File: src/rtl/shiftreg_xfer_ctrl_if.sv
// Command/response handshake bundle between a host client and shiftreg_xfer_ctrl.
// The host drives commands and accepts responses; the controller is the slave.
interface shiftreg_xfer_ctrl_if #(
    parameter int N = 8
);
    logic         cmd_valid;
    logic         cmd_ready;
    logic [N-1:0] cmd_data;
    logic         rsp_valid;
    logic         rsp_ready;
    logic [N-1:0] rsp_data;

    modport master (
        output cmd_valid,
        output cmd_data,
        output rsp_ready,
        input  cmd_ready,
        input  rsp_valid,
        input  rsp_data
    );

    modport slave (
        input  cmd_valid,
        input  cmd_data,
        input  rsp_ready,
        output cmd_ready,
        output rsp_valid,
        output rsp_data
    );
endinterface

File: src/rtl/shiftreg_xfer_ctrl.sv
// Sequences one free-running shiftreg: load a word, shift it out MSB-first for N
// cycles while capturing ser_in, then return the captured word over a handshake.
//
//   state    | meaning
//   ---------+-----------------------------------------------------------
//   IDLE     | waiting for a command; shiftreg parked at zero
//   LOAD     | parallel-load tx_word into shiftreg
//   SHIFT    | N shift cycles, frame high, ser_out/ser_in streaming
//   CAPT     | shiftreg holds received word; copy it into rsp_data
//   RESP     | rsp_valid held until the consumer takes it
//   GAP_WAIT | GAP idle cycles before the next command may be accepted
module shiftreg_xfer_ctrl #(
    parameter int N   = 8,
    parameter int GAP = 2
) (
    input  logic                clk,
    input  logic                reset,
    shiftreg_xfer_ctrl_if.slave bus,
    input  logic                ser_in,
    output logic                ser_out,
    output logic                frame,
    output logic                busy,
    output logic                sr_load,
    output logic [N-1:0]        sr_d,
    output logic                sr_sin,
    input  logic [N-1:0]        sr_q,
    input  logic                sr_sout
);

    localparam int CW = $clog2(N + 1);
    localparam int GW = (GAP > 1) ? $clog2(GAP) : 1;

    typedef enum logic [2:0] {
        IDLE     = 3'd0,
        LOAD     = 3'd1,
        SHIFT    = 3'd2,
        CAPT     = 3'd3,
        RESP     = 3'd4,
        GAP_WAIT = 3'd5
    } state_t;

    state_t          state;
    logic [CW-1:0]   bit_cnt;
    logic [GW-1:0]   gap_cnt;
    logic [N-1:0]    tx_word;
    logic [N-1:0]    rsp_word;

    always_ff @(posedge clk or posedge reset) begin
        if (reset) begin
            state    <= IDLE;
            bit_cnt  <= '0;
            gap_cnt  <= '0;
            tx_word  <= '0;
            rsp_word <= '0;
        end else begin
            case (state)
                IDLE: begin
                    if (bus.cmd_valid) begin
                        tx_word <= bus.cmd_data;
                        state   <= LOAD;
                    end
                end
                LOAD: begin
                    bit_cnt <= '0;
                    state   <= SHIFT;
                end
                SHIFT: begin
                    bit_cnt <= bit_cnt + CW'(1);
                    if (bit_cnt == CW'(N - 1))
                        state <= CAPT;
                end
                CAPT: begin
                    rsp_word <= sr_q;
                    state    <= RESP;
                end
                RESP: begin
                    if (bus.rsp_ready) begin
                        if (GAP == 0) begin
                            state <= IDLE;
                        end else begin
                            // down-counter: terminal count at zero ends the gap
                            gap_cnt <= GW'(GAP - 1);
                            state   <= GAP_WAIT;
                        end
                    end
                end
                GAP_WAIT: begin
                    if (gap_cnt == '0)
                        state <= IDLE;
                    else
                        gap_cnt <= gap_cnt - GW'(1);
                end
                default: state <= IDLE;
            endcase
        end
    end

    // Outputs decode straight from state so reset clears them without a clock.
    assign bus.cmd_ready = (state == IDLE);
    assign bus.rsp_valid = (state == RESP);
    assign bus.rsp_data  = rsp_word;
    assign busy          = (state != IDLE);
    assign frame         = (state == SHIFT);
    assign ser_out       = (state == SHIFT) ? sr_sout : 1'b0;

    // shiftreg moves every clock, so outside LOAD/SHIFT it is held loaded with zero.
    assign sr_load = (state != SHIFT);
    assign sr_d    = (state == LOAD) ? tx_word : '0;
    assign sr_sin  = (state == SHIFT) ? ser_in : 1'b0;

endmodule

File: src/flat_wrapper.sv
// flat-port wrapper written by rule: the top's interface ports become plain ports
module shiftreg_xfer_ctrl_flat 
#(
    parameter int N   = 8,
    parameter int GAP = 2
)
  (clk, reset, ser_in, ser_out, frame, busy, sr_load, sr_d, sr_sin, sr_q, sr_sout, bus_cmd_valid, bus_cmd_data, bus_rsp_ready, bus_cmd_ready, bus_rsp_valid, bus_rsp_data);
  shiftreg_xfer_ctrl_if #(.N(N)) bus_i ();
  input  logic clk;
  input  logic reset;
  input  logic ser_in;
  output logic ser_out;
  output logic frame;
  output logic busy;
  output logic sr_load;
  output logic [N-1:0] sr_d;
  output logic sr_sin;
  input  logic [N-1:0] sr_q;
  input  logic sr_sout;
  input wire logic [$bits(bus_i.cmd_valid)-1:0] bus_cmd_valid;
  input wire logic [$bits(bus_i.cmd_data)-1:0] bus_cmd_data;
  input wire logic [$bits(bus_i.rsp_ready)-1:0] bus_rsp_ready;
  output wire logic [$bits(bus_i.cmd_ready)-1:0] bus_cmd_ready;
  output wire logic [$bits(bus_i.rsp_valid)-1:0] bus_rsp_valid;
  output wire logic [$bits(bus_i.rsp_data)-1:0] bus_rsp_data;
  assign bus_i.cmd_valid = bus_cmd_valid;
  assign bus_i.cmd_data = bus_cmd_data;
  assign bus_i.rsp_ready = bus_rsp_ready;
  assign bus_cmd_ready = bus_i.cmd_ready;
  assign bus_rsp_valid = bus_i.rsp_valid;
  assign bus_rsp_data = bus_i.rsp_data;
  shiftreg_xfer_ctrl #(.N(N), .GAP(GAP)) u_core (.clk(clk), .reset(reset), .bus(bus_i), .ser_in(ser_in), .ser_out(ser_out), .frame(frame), .busy(busy), .sr_load(sr_load), .sr_d(sr_d), .sr_sin(sr_sin), .sr_q(sr_q), .sr_sout(sr_sout));
endmodule
File: config.mk
export PLATFORM = sky130hd
export DESIGN_NAME = shiftreg_xfer_ctrl_flat
export DESIGN_NICKNAME = d
export VERILOG_FILES = /design/src/rtl/shiftreg_xfer_ctrl_if.sv /design/src/rtl/shiftreg_xfer_ctrl.sv /design/src/flat_wrapper.sv
export SDC_FILE = /design/constraint.sdc
export NUM_CORES = 1
export LEC_CHECK = 0
export CORE_MARGIN = 5
export CORE_UTILIZATION = 34
export DETAILED_ROUTE_END_ITERATION = 10
export PLACE_DENSITY = 0.73
export SYNTH_ARGS = -nofsm -noshare
export SYNTH_HDL_FRONTEND = slang
export SYNTH_SLANG_ARGS = --single-unit
File: constraint.sdc
create_clock -name clk -period 3.8 [get_ports clk]
set_clock_uncertainty 0.2 [all_clocks]
set_input_delay 0.76 -clock clk [delete_from_list [all_inputs] [get_ports clk]]
set_output_delay 0.76 -clock clk [all_outputs]
set_load 0.005 [all_outputs]
Word level (Yosys, flattened, before mapping)
Index checks and enable logic that the tools add are counted.
{ "classes": {"addsub": 2, "n_eq_ne": 11, "mux": 12, "n_reduce_logical": 7} }
{ "op_table": {"columns": ["op", "n"], "rows": [
  ["3-bit case mux with 6 select lines", 1],
  ["3-bit two-way mux", 4],
  ["8-bit two-way mux", 1],
  ["4-bit case mux with 2 select lines", 1],
  ["3-bit by 2-bit == test with 1-bit output, second input constant", 2],
  ["3-bit == test, second input constant", 2],
  ["2-bit inequality test, second input constant", 3],
  ["4-bit by 1-bit adder with 4-bit output, second input constant", 1],
  ["4-bit by 3-bit == test with 1-bit output, second input constant", 1],
  ["1-bit two-way mux", 4],
  ["2-bit AND reduction", 2],
  ["4-bit AND reduction", 1],
  ["2-bit nonzero test", 2],
  ["3-bit by 1-bit == test with 1-bit output, second input constant", 1],
  ["3-bit logical NOT", 1],
  ["3-bit by 2-bit inequality test with 1-bit output, second input constant", 1],
  ["3-bit nonzero test", 1],
  ["2-bit by 1-bit inequality test with 1-bit output, second input constant", 1],
  ["1-bit case mux with 2 select lines", 1],
  ["1-bit subtractor, second input constant", 1]
]} }
{ "word_totals": {"reg_bits": 24, "in_bits": 22, "out_inout_bits": 23, "word_cells": 37} }

Longest topological paths before layout
Gate-level depths: netlist of run 1.
{ "logic_depth": {"ltp_word": 3, "ltp_mapped": 5, "ltp_nobuf": 4} }

Worst setup path before layout of run 1
OpenSTA, ideal clock, no wires.
{ "synth_timing": {"kind": "reg2out", "from": "reg u_core.state[2]", "to": "out sr_d[0]", "t_arrival_ns": 1.070, "t_required_ns": 2.840, "setup_slack_ns": 1.770, "path_stages_with_launch": 5, "path_buffers": 2, "cell_sequence": "dfrtp_1 -> buf_4 -> nor3b_1 -> clkbuf_1 -> and2_1"} }
{ "synth_between": {"elab_chain_len": 2} }
{ "synth_lines": {"columns": ["item", "line", "text"], "rows": [
  ["start, declared", "shiftreg_xfer_ctrl.sv:42", "state_t state;"],
  ["start signal, assigned", "shiftreg_xfer_ctrl.sv:50", "state <= IDLE;"],
  ["start signal, assigned", "shiftreg_xfer_ctrl.sv:60", "state <= LOAD;"],
  ["start signal, assigned", "shiftreg_xfer_ctrl.sv:65", "state <= SHIFT;"],
  ["3-bit by 1-bit == test with 1-bit output", "shiftreg_xfer_ctrl.sv:108", "assign sr_d = (state == LOAD) ? tx_word : '0;"],
  ["8-bit two-way mux", "shiftreg_xfer_ctrl.sv:108", null],
  ["end, declared", "flat_wrapper.sv:16", "output logic [N-1:0] sr_d;"]
]} }
No other way between the ends.

Worst setup path after layout of run 1
{ "layout_timing": {"from": "reg u_core.state[0]", "to": "out sr_d[6]"} }
The elaborated chain is that of the path after synthesis.

==> out/results.txt, run 1 <==
switching share of total power: 30.5%
minimum clock period: 2.92 ns
clk sinks: 24
commonest non-fill, non-tap cell in the layout: clkdlybuf4s50_1
highest net fanout along the worst path: 11
post-synth top area share: 53.6%
first-pass GRT wire length: 4040 um
GRT Util Overall: 11.8%
Critical Path Source Type: flip-flop
total power: 0.00113 W
yosys warns: 0
Max-cap violations: 0
Ant. Diodes: 0
Max Root-Sink Buffers: 2
post-CTS sizing: 0
largest net degree at the start of global routing: 25
LEAKAGE: 0.681 nW
initial antenna violation count: 0
synth top area cells: dfrtp_1 54%, mux2_2 17%, and2_1 5.6%
P_int: 0.000788 W
Req. time, crit path: 2.84 ns
# setup viols final: 0
Worst-Skew Late Latency: 0.31 ns
Setup crit end kind: output pin
Slew Limit Fails: 0
drt first pass iters: 4
Cell variety after synth: 26
Syn Inst Count: 87
Comb pwr share: 46.5%
I/O pin cnt: 45
Nets: 156
CTS H-tree lvls: 1
WS Path Type: reg -> out
cell taking the most area after synthesis: dfrtp_1
RePlAce Congestion: 0.790
Flop pwr share: 42.0%
min-delay worst type: reg -> reg
Mapped Area: 1120 um^2
measured slew at the worst slew-check pin: 0.892 ns
HPWL Detailed: 1810 um
post-CTS setup buffer count: 0
CTS tree: done
pre-CTS WS: 1.01 ns
clock transition at the registers of the reported paths: 0.12 ns
setup ws final: 0.879 ns
Layout Cells excl Fill: 176
clock power share: 11.6%
Net Sw Power: 0.000345 W
Num CTS Buffers: 3
slew margin rel.: 40.5%
Root Buffer: clkbuf_4
dpl cells: 172
post-route ant nets: 0
CTS Hold Buffers Added: 0
DR iter-0 viols: 47
vias after detailed routing: 801
Vias/cell: 4.55
Final Hold Fails: 0
register area share after synthesis: 53.6%
hold_ws: 0.311 ns
Sum Neg Setup Slack: 0 ns
highest clock rate: 342 MHz
DRC: 0
Die Footprint: 4550 um^2
Synth Register Bits: 24
chip height: 67.4 um
ratio of cells with drive above 1 in the final layout: 21.2%
pwr/cell area: 697 nW/um^2
Data arrival, critical path: 1.96 ns
average size of a mapped cell: 12.9 um^2
RSZ-0062 raised after global routing: false
# rows: 20
GRT Residual Overflow: 0
Port Buffers: 44
Die X: 67.4 um
P&R area growth vs syn: 45.1%
Worst IR Drop VDD: 266 uV
Post-Route WL: 2340 um
status: finished clean
Initial Utilization: 36.1%
WL per Instance: 13.3 um
Tcrit/Tclk final: 76.9%
vias in the first global route: 872
syn_nets: 110
most frequent cells in the layout: 44 x clkdlybuf4s50_1, 24 x dfrtp_1, 17 x mux2_2
CORE AREA: 3100 um^2
path summary, 6_finish.rpt:
path / start / to / slack, ns / cells after the start
max: u_core.state[0] / sr_d[6] / 0.88 / 4
max in group asynchronous: reset / u_core.tx_word[1] / 2.13 / 2
min: u_core.tx_word[6] / u_core.tx_word[6] / 0.31 / 1
min reg2reg: u_core.tx_word[6] / u_core.tx_word[6] / 0.31 / 1
max reg2reg: u_core.state[0] / u_core.tx_word[1] / 1.94 / 2
min in group asynchronous: reset / u_core.bus.rsp_data[3] / 0.72 / 2
power by group through the flow:
stage / clock [W] / sequential, W / combinational, W
after floorplan: 0 / 0.000442 / 0.000315
after global placement: 0 / 0.000472 / 0.000520
after detailed placement: 0 / 0.000482 / 0.000535
after CTS: 0.000139 / 0.000476 / 0.000537
after global routing: 0.000148 / 0.000497 / 0.000582
final: 0.000131 / 0.000475 / 0.000526
sequential cells by signal, indices dropped and copies added, names as in the netlist:
register	flops
u_core.bus.rsp_data	8
u_core.tx_word	8
u_core.bit_cnt	4
u_core.state	3
u_core.gap_cnt	1
cell families after synthesis:
group                    synth area share [%]
adder cells (fa/ha/maj)                  1.12
AND/OR/NAND/NOR                          16.2
AO/OA/AOI/OAI                            4.35
buffers and inverters                    4.69
multiplexers                             19.3
XOR/XNOR                                0.781
flip-flops                               53.6
cell type report:
class	count	area (um^2)
sequential	24	601
timing repair buffer	45	448
clock buffer	4	36.3
fill	299	1480
multi-input combinational	54	468
tap	44	55.1
inverter	5	18.8
cell usage after synthesis:
| cell | n |
|---|---|
| inv_2 | 1 |
| nand2_1 | 2 |
| mux2i_1 | 1 |
| buf_4 | 1 |
| mux2_4 | 1 |
| nor2b_1 | 1 |
| nor3b_4 | 1 |
| clkbuf_1 | 1 |
| o21ai_0 | 4 |
| buf_6 | 2 |
| mux2_2 | 17 |
| nand4b_1 | 1 |
| or2_2 | 1 |
| ha_1 | 1 |
| and2_1 | 10 |
| and3_1 | 1 |
| a21oi_2 | 1 |
| xor2_1 | 1 |
| a21oi_1 | 4 |
| inv_1 | 4 |
| nand3_1 | 1 |
| nand3b_1 | 2 |
| nor3b_1 | 2 |
| nor4b_4 | 1 |
| or3_1 | 1 |
| dfrtp_1 | 24 |
worst max-delay path: stages (launching register included):
cell,delay (ns)
dfrtp_1,0.58
nor3b_1,0.24
buf_4,0.20
and2_1,0.14
clkdlybuf4s50_1,0.50
layer usage:
| metal | GRT usage [%] | vias to the layer above | share of wire [%] |
|---|---|---|---|
| met1 | 14.7 | 390 | 43 |
| met3 | 2.66 | 2 | 5.7 |
| met5 | 0 | - | 0 |
| met2 | 19.8 | 26 | 50 |
| li1 | - | 383 | - |
| met4 | 4.56 | 0 | 0.90 |
stage by stage:
stage / utilization, % / cell area, um^2
after CTS: 52.4 / 1630
after global routing: 52.4 / 1630
after detailed placement: 51.2 / 1590
after floorplan: - / 1120
after global placement: 51.2 / 1590
final: 52.4 / 1630
(Power assumes the default switching activity.)
==> run 2: changes to the inputs <==
Clock period 3.8 ns to 3.1 ns, I/O delays scaled along.
==> run 2 against run 1 <==
Net effect: register-to-register slack worse by 0.72 ns; count of clock-buffer cells in the layout unchanged; design area is the same; wire length decreased by 0.43%; flip-flop and latch count unchanged; worst setup slack worse by 0.57 ns; critical endpoint is now sr_d[7]; via count is 1.4% higher; first-iteration DRC count decreased by 26%; highest routed layer unchanged; largest cell class unchanged.
==> out/results.txt, run 2 (synthesis results as in run 1) <==
initial antenna violation count: 0 (unchanged)
CORE AREA: 3100 um^2 (unchanged)
Setup crit end kind: output pin
post-CTS setup buffer count: 0 (unchanged)
Initial Utilization: 36.1% (unchanged)
chip height: 67.4 um (unchanged)
HPWL Detailed: 1800 um (-0.34%)
vias in the first global route: 866 (-0.69%)
vias after detailed routing: 812 (+1.4%)
post-CTS sizing: 0 (unchanged)
Die X: 67.4 um (unchanged)
slew margin rel.: 39.8% (-0.66 points)
clock transition at the registers of the reported paths: 0.13 ns (about the same)
drt first pass iters: 2 (-2)
CTS tree: done
WL per Instance: 13.2 um (-0.43%)
Sum Neg Setup Slack: 0 ns (unchanged)
Critical Path Source Type: flip-flop
CTS Hold Buffers Added: 0 (unchanged)
min-delay worst type: reg -> reg
Slowest Stage Delay on Critical Path: 0.57 ns (about the same)
worst hold path cell count: 1 (unchanged)
pwr/cell area: 855 nW/um^2 (+23%)
first-pass GRT wire length: 3970 um (-1.7%)
LEAKAGE: 0.681 nW (unchanged)
# setup viols final: 0 (unchanged)
slowest stage cell, crit path: dfrtp_1
Final Hold Fails: 0 (unchanged)
Ant. Diodes: 0 (unchanged)
measured slew at the worst slew-check pin: 0.902 ns (+0.00992 ns)
Root Buffer: clkbuf_4
reg2reg setup slack: 1.22 ns (-0.72 ns)
Die Footprint: 4550 um^2 (unchanged)
Data arrival, critical path: 1.98 ns (+0.02 ns)
R2R Path End: u_core.tx_word[6]
I/O pin cnt: 45 (unchanged)
WS Path Type: reg -> out
P&R area growth vs syn: 45.1% (unchanged)
Port Buffers: 44 (unchanged)
RSZ-0062 raised after global routing: false
worst hold endpoint: u_core.tx_word[0]
GRT Util Overall: 11.8% (-0.012 points)
highest clock rate: 358 MHz
pre-CTS WS: 0.597 ns (-0.412 ns)
worst r2r src: u_core.state[0]
Nets: 156 (unchanged)
Slew Limit Fails: 0 (unchanged)
CTS H-tree lvls: 1 (unchanged)
post-route ant nets: 0 (unchanged)
minimum clock period: 2.80 ns
setup ws final: 0.305 ns (-0.575 ns)
Post-Route WL: 2330 um (-0.43%)
largest net degree at the start of global routing: 25 (unchanged)
Num CTS Buffers: 3 (unchanged)
status: finished clean
clk sinks: 24 (unchanged)
total power: 0.00139 W (+23%)
ratio of cells with drive above 1 in the final layout: 21.2% (unchanged)
Vias/cell: 4.61 (+1.4%)
Max-cap violations: 0 (unchanged)
Tcrit/Tclk final: 90.2%
Req. time, crit path: 2.28 ns (-0.56 ns)
DR iter-0 viols: 35 (-26%)
RePlAce Congestion: 0.809 (+2.3%)
min-delay src: u_core.tx_word[0]
commonest non-fill, non-tap cell in the layout: clkdlybuf4s50_1
Max Root-Sink Buffers: 2 (unchanged)
# rows: 20 (unchanged)
DRC: 0 (unchanged)
r2r worst-path depth: 2 (unchanged)
GRT Residual Overflow: 0 (unchanged)
crit path from: u_core.state[0]
most frequent cells in the layout: 44 x clkdlybuf4s50_1, 24 x dfrtp_1, 17 x mux2_2
highest net fanout along the worst path: 11 (unchanged)
Worst-Skew Late Latency: 0.32 ns (about the same)
CP cell instances: nor3b_1 -> buf_4 -> and2_1 -> clkdlybuf4s50_1
Worst IR Drop VDD: 297 uV (+12%)
## run 2: cell counts in the layout (fill, tap and decap cells not counted)
No cell type changed its count.
## run 2: how the worst max path moves through the flow
stage	end	slack (ns)
final	sr_d[7]	0.30
after global routing	sr_sin	0.19
after CTS	sr_d[7]	0.29
after detailed placement	sr_sin	0.60
after global placement	sr_sin	0.61
after floorplan	sr_d[0]	1.21
## run 2: cell type report
| class | count | area, um^2 |
|---|---|---|
| fillers | 300 | 1480 |
| flip-flops and latches | 24 | 601 |
| multi-input cells | 54 | 468 |
| repair buffers | 45 | 448 |
| well taps | 44 | 55.1 |
| clock buffers | 4 | 36.3 |
| inverters | 5 | 18.8 |
## run 2: metrics by stage
step                hold WS (ns)  std cells  instance area (um^2)  utilization [%]
detailed placement         0.291        172                  1590             51.2
CTS                        0.324        176                  1630             52.4
finish                     0.313        176                  1630             52.4
global placement           0.281        172                  1590             51.2
floorplan                  0.266         87                  1120                -
global route               0.339        176                  1630             52.4
## run 2: metal layers
layer  track usage [%]  wire, um  part of all wire [%]  vias up
li1                  -         -                     -      387
met1              14.3      1010                    44      395
met2              18.8      1110                    48       25
met3              3.00       139                   6.0        5
met4              6.84        65                   2.8        0
met5                 0         0                     0        -
## run 2: report_power, final
group	switching [W]	internal (W)	total (W)
registers	0.000117	0.000465	0.000582
clock network	0.0000946	0.0000719	0.000166
logic	0.000214	0.000429	0.000643
## run 2: critical path, delay by kind of cell, from the launching register on
family,cells,cell delay (ns)
buffers and inverters,2,0.69
DFF,1,0.57
and+or+nand+nor,2,0.38
